$ cat config.mk
export PLATFORM = sky130hd
export DESIGN_NAME = regfile_wb_arbiter
export DESIGN_NICKNAME = d
export VERILOG_FILES = /design/src/rtl/regfile_wb_arbiter.sv
export SDC_FILE = /design/constraint.sdc
export NUM_CORES = 1
export LEC_CHECK = 0
export CORE_UTILIZATION = 37
export DETAILED_ROUTE_END_ITERATION = 10
export GPL_TIMING_DRIVEN = 1
export PLACE_DENSITY = 0.84
export REMOVE_ABC_BUFFERS = 1
export SETUP_SLACK_MARGIN = 0.1
export SLEW_MARGIN = 10
export SYNTH_ARGS = -nofsm -noshare
export SYNTH_HDL_FRONTEND = slang
export SYNTH_SLANG_ARGS = --single-unit
$ cat constraint.sdc
create_clock -name clock -period 1.66 [get_ports clock]
set_clock_uncertainty 0.1 [all_clocks]
set_input_delay 0.415 -clock clock [delete_from_list [all_inputs] [get_ports clock]]
set_output_delay 0.415 -clock clock [all_outputs]
set_load 0.01 [all_outputs]
$ cat src/rtl/regfile_wb_arbiter.sv
// regfile_wb_arbiter
//   Shares the single register-file write port between two writeback
//   requesters. Port 0 is ALU writeback and port 1 is memory-load writeback.
//   Arbitration is round-robin with a valid/ready handshake. The write-port
//   outputs are registered. A per-register pending scoreboard lets the
//   multi-cycle controller stall reads of registers that still have a
//   writeback outstanding.
//
// Ports
//   clock, rst                     single clock; synchronous active-high reset
//   r0_valid/r0_addr/r0_data       port 0 write request
//   r0_ready                       port 0 grant (transfer = valid & ready)
//   r1_valid/r1_addr/r1_data       port 1 write request
//   r1_ready                       port 1 grant
//   rsv_valid/rsv_addr             mark rsv_addr as pending (instruction issued)
//   readReg1/readReg2              hazard-check addresses
//   hazard1/hazard2                pend[readReg1] / pend[readReg2]
//   regWrite/writeReg/writeData    registered register-file write port
//   pend                           scoreboard bit vector
//
// Configuration macro
//   ZERO_REG_EN  register 0 is hardwired to zero. Writes to it are accepted
//                but never issued, it is never marked pending, and it never
//                reports a hazard. When the macro is undefined, register 0
//                behaves like every other register.
module regfile_wb_arbiter #(
  parameter int DATA_W = 16,
  parameter int ADDR_W = 3,
  parameter int NREGS  = 8
) (
  input  logic              clock,
  input  logic              rst,
  input  logic              r0_valid,
  input  logic [ADDR_W-1:0] r0_addr,
  input  logic [DATA_W-1:0] r0_data,
  output logic              r0_ready,
  input  logic              r1_valid,
  input  logic [ADDR_W-1:0] r1_addr,
  input  logic [DATA_W-1:0] r1_data,
  output logic              r1_ready,
  input  logic              rsv_valid,
  input  logic [ADDR_W-1:0] rsv_addr,
  input  logic [ADDR_W-1:0] readReg1,
  input  logic [ADDR_W-1:0] readReg2,
  output logic              hazard1,
  output logic              hazard2,
  output logic              regWrite,
  output logic [ADDR_W-1:0] writeReg,
  output logic [DATA_W-1:0] writeData,
  output logic [NREGS-1:0]  pend
);

  typedef enum logic {
    PRI0 = 1'b0,
    PRI1 = 1'b1
  } pri_t;

  pri_t              pri_reg, pri_next;
  logic              grant0, grant1;
  logic [ADDR_W-1:0] win_addr;
  logic [DATA_W-1:0] win_data;
  logic              zero_hit;
  logic              wr_en_next;
  logic              rsv_ok;

  logic              wr_en_reg;
  logic [ADDR_W-1:0] write_addr_reg;
  logic [DATA_W-1:0] write_data_reg;
  logic [NREGS-1:0]  pend_reg, pend_next;

  // Priority state register
  always_ff @(posedge clock) begin
    if (rst) begin
      pri_reg <= PRI0;
    end else begin
      pri_reg <= pri_next;
    end
  end

  // Grant decode and next priority. Reset suppresses grants, so a request
  // that is present during reset is not accepted. The favoured port
  // changes only when both ports compete.
  always_comb begin
    pri_next = pri_reg;
    grant0   = 1'b0;
    grant1   = 1'b0;
    if (!rst) begin
      case ({r0_valid, r1_valid})
        2'b10: grant0 = 1'b1;
        2'b01: grant1 = 1'b1;
        2'b11: begin
          if (pri_reg == PRI0) begin
            grant0   = 1'b1;
            pri_next = PRI1;
          end else begin
            grant1   = 1'b1;
            pri_next = PRI0;
          end
        end
        default: ;
      endcase
    end
  end

  assign r0_ready = grant0;
  assign r1_ready = grant1;

  assign win_addr = grant1 ? r1_addr : r0_addr;
  assign win_data = grant1 ? r1_data : r0_data;

`ifdef ZERO_REG_EN
  // A write to the hardwired-zero register is accepted but never issued.
  assign zero_hit = (win_addr == '0);
  assign rsv_ok   = (rsv_addr != '0);
`else
  assign zero_hit = 1'b0;
  assign rsv_ok   = 1'b1;
`endif

  assign wr_en_next = (grant0 | grant1) & ~zero_hit;

  // Registered write port. The address and data hold their previous values
  // when no write is issued.
  always_ff @(posedge clock) begin
    if (rst) begin
      wr_en_reg      <= 1'b0;
      write_addr_reg <= '0;
      write_data_reg <= '0;
    end else begin
      wr_en_reg <= wr_en_next;
      if (wr_en_next) begin
        write_addr_reg <= win_addr;
        write_data_reg <= win_data;
      end
    end
  end

  // Scoreboard. A reservation in the same cycle as the retiring writeback
  // for the same register wins. That reservation belongs to a newer
  // instruction, so the register is still pending.
  genvar gi;
  generate
    for (gi = 0; gi < NREGS; gi++) begin : g_pend
      logic set_bit, clr_bit;
      assign set_bit = rsv_valid && rsv_ok && (rsv_addr == ADDR_W'(gi));
      assign clr_bit = wr_en_reg && (write_addr_reg == ADDR_W'(gi));
      assign pend_next[gi] = set_bit | (pend_reg[gi] & ~clr_bit);
    end
  endgenerate

  always_ff @(posedge clock) begin
    if (rst) begin
      pend_reg <= '0;
    end else begin
      pend_reg <= pend_next;
    end
  end

  // Hazards come only from registered state. They therefore have no
  // combinational path from the requester handshakes.
`ifdef ZERO_REG_EN
  assign hazard1 = pend_reg[readReg1] & (readReg1 != '0);
  assign hazard2 = pend_reg[readReg2] & (readReg2 != '0);
`else
  assign hazard1 = pend_reg[readReg1];
  assign hazard2 = pend_reg[readReg2];
`endif

  assign regWrite  = wr_en_reg;
  assign writeReg  = write_addr_reg;
  assign writeData = write_data_reg;
  assign pend      = pend_reg;

endmodule

==> results by group, run 1 <==
Floorplanning
  – Initial Util: 0.387
  – CORE AREA: 0.00369 mm²
  – Die Height: around 64 µm
  – Row cnt: 22
  – DIE AREA: slightly above 0.004 mm²
  – IO Pins: 84
  – Die width: 64.1 µm

Timing
  – Fin crit share: 1.20
  – Final Hold Fails: 0
  – Fmax: 502 MHz
  – Max transition margin: 0.505
  – Slew Viols, Final: 0
  – Slew @ Worst Pin: 740 ps
  – RSZ-0062 raised after global routing: true
  – Final Critical Period: around 2000 ps
  – Setup-failing EPs final: 2
  – Post-layout worst setup margin: -331 ps

Power and ir drop
  – Clock share of power: 0.313
  – PD cells: 707 mW/mm²
  – Total Power Consumption: 0.00175 W
  – Worst vdd ir: 461 µV
  – Pint: 0.00130 W
  – Comb power frac: 0.242
  – Switch Pwr: 0.000458 W
  – Seq pwr share: 0.444
  – Net Sw Frac: 0.261
  – Pleak: about 1.1 nW

CTS
  – CTS tree: built
  – # Post-CTS Setup Buffers: 0
  – Clk slew on worst S/H paths: 60 ps
  – Hold_buf cts: 0
  – Clock Path Buffers: 2
  – TritonCTS Buffers: 5
  – Sink Count: 29
  – Max H-tree Level: 2
  – Clk_lat worst skew: 280 ps
  – Clock Root Buffer: clkbuf_8

GRT
  – Initial antenna violation count: 0
  – Number of global-route vias before repair: about 1600
  – Gr usage total: 0.234
  – Pin count of the biggest net entering global routing: 20
  – GRT overflow: 0
  – Global-route wire length before repair: ~7.3 mm

Worst setup path
  – WS Path Type: register to primary output
  – Worst setup EP type: primary output
  – Critical Path Start: pend[6]
  – Startpoint types: register
  – R2r startpoint: pri_reg
  – Crit path DAT: 1480 ps
  – Critical path fanouts, max: 3
  – Worst path required time: 1140 ps

Route
  – WL/cell: 14.7 µm
  – Drt pass-1 iters: 4
  – Wirelength, routed: 4.40 mm
  – DRC: 0
  – ANT nets after route: 0
  – Vias: 1598
  – Avg Vias per Cell: 5.34
  – DR iter-0 viols: 67

Synth
  – Yosys top cell area share: 0.406
  – Largest area contributor in the netlist: dfxtp_1
  – Main area contributors after synthesis: dfxtp_1, a221o_1, a2111oi_0, mux4_2, inv_1
  – Synth Flop Type: dfxtp_1
  – Cells after Synth: 147
  – #FFs+latches synth: 29
  – Yosys warnings: 0
  – Syn_area_per_cell: 9.72 µm²
  – Synth Cell Area: 0.00143 mm²
  – Top cell types by occurrence after synthesis: dfxtp_1, inv_1, a2111oi_0, a221o_1, a21oi_1
  – Ys async rst share: 0
  – Cell variety after synth: 24
  – Most frequent cell after synthesis: dfxtp_1
  – EDFF count, synth: 0
  – Sequential area share after synthesis: 0.406

Cells and area
  – Share of layout cells above drive strength 1: 0.227
  – Final core occ: 0.672
  – Nets@finish: 302
  – FILL cells: 301
  – Non-Filler Instances: 299
  – Max reg flops: 16
  – Multi-input gate area: ~700 µm²
  – Antenna cells: 0
  – P&R area growth vs syn: 73.6%
  – FF/Latch Area: 591 µm²

Placement
  – Pre-CTS setup slack: -1070 ps
  – Dpl cells: 291
  – Post-DP HPWL: between 3 and 4 mm
  – GP Congestion: 0.897
  – # port buffers: 83

Job
  – Max-cap violations: 0

Run status
  – Failing checks: setup timing
  – Outcome: finished with violations

Worst hold path
  – Worst min path class: register to register
  – Hold path start: writeData[8]
[area by class of cell]
| class | instances | share of cell area |
|---|---|---|
| clock buffers | 8 | 0.0323 |
| inverters | 21 | 0.0318 |
| multi-input cells | 85 | 0.290 |
| flip-flops and latches | 29 | 0.238 |
| well taps | 48 | 0.0242 |
| repair buffers | 108 | 0.384 |
[power by group through the flow]
| stage | combinational, W | sequential (W) | clock, W |
|---|---|---|---|
| floorplan | 0.000107 | 0.000819 | 0 |
| global placement | 0.000449 | 0.000792 | 0 |
| detailed placement | 0.000458 | 0.000791 | 0 |
| CTS | 0.000424 | 0.000778 | 0.000556 |
| global route | 0.000460 | 0.000786 | 0.000613 |
| finish | 0.000425 | 0.000779 | 0.000550 |
[path summary, 6_finish.rpt]
| check | slack (ps) | cells past startpoint | endpoint |
|---|---|---|---|
| hold / removal | 390 | 1 | writeData[8] |
| hold reg to reg | 390 | 1 | writeData[8] |
| setup / recovery | -330 | 3 | hazard1 |
| setup reg to reg | 280 | 3 | writeData[13] |
[per-stage QoR]
| step | TNS (ps) | instance area (µm²) | hold slack (ps) |
|---|---|---|---|
| 2_1_floorplan | -45.2 | 1360 | 384 |
| 4_1_cts | -663 | 2470 | 385 |
| 6_report | -659 | 2480 | 387 |
| 5_1_grt | -735 | 2480 | 408 |
| 3_3_place_gp | -18980 | 2440 | 375 |
| 3_5_place_dp | -19750 | 2440 | 375 |
[cells by family (layout without fill, tap and decap cells)]
family,Yosys count,in the layout,share of synthesized area
AO/OA/AOI/OAI,56,56,0.327
flip-flops,29,29,0.406
AND/OR/NAND/NOR,22,22,0.0779
XOR/XNOR,1,1,0.00613
buffers and inverters,33,137,0.104
multiplexers,6,6,0.0788
[cells in the final DEF (no fill, tap or decap), drive strengths merged]
| cell | count |
|---|---|
| o31ai | 2 |
| buf | 33 |
| nand3 | 4 |
| a2111oi | 19 |
| mux2 | 2 |
| clkbuf | 9 |
| mux4 | 4 |
| nand4 | 1 |
| xor2 | 1 |
| a211oi | 1 |
| nor2b | 3 |
| o21ai | 6 |
| inv | 21 |
| dfxtp | 29 |
| o211a | 1 |
| dlygate4sd2 | 27 |
| nand2 | 6 |
| nand2b | 3 |
| clkdlybuf4s50 | 44 |
| nor3 | 1 |
| nor2 | 4 |
| a221o | 19 |
| clkdlybuf4s15 | 3 |
| a21oi | 8 |
[critical path: stages, from the launching register on]
cell     delay [ps]
dfxtp_2         330
mux4_2          460
mux2_4          290
buf_6           120
[repair_timing]
action	in CTS	in global routing
setup endpoints to repair	51	13
resized for setup	73	10
gates cloned	0	0
pin swaps	1	0
[metal layers]
metal / GRT usage / share of wire / vias to the layer above / wire (µm)
met4: 0.0972 / 0.017 / 0 / 76
met3: 0.0750 / 0.083 / 7 / 364
met5: 0 / 0 / - / 0
met2: 0.406 / 0.49 / 80 / 2160
met1: 0.263 / 0.41 / 732 / 1800
li1: - / - / 779 / -
(Power assumes the default switching activity.)
==> run 2, diff against run 1 <==
--- a/config.mk
+++ b/config.mk
@@ -6,6 +6,7 @@
 export NUM_CORES = 1
 export LEC_CHECK = 0
 export CORE_UTILIZATION = 37
+export CTS_CLUSTER_SIZE = 20
 export DETAILED_ROUTE_END_ITERATION = 10
 export GPL_TIMING_DRIVEN = 1
 export PLACE_DENSITY = 0.84
==> results of run 2 <==
Same layout as run 1: the final DEF is identical, and so are final timing and power.
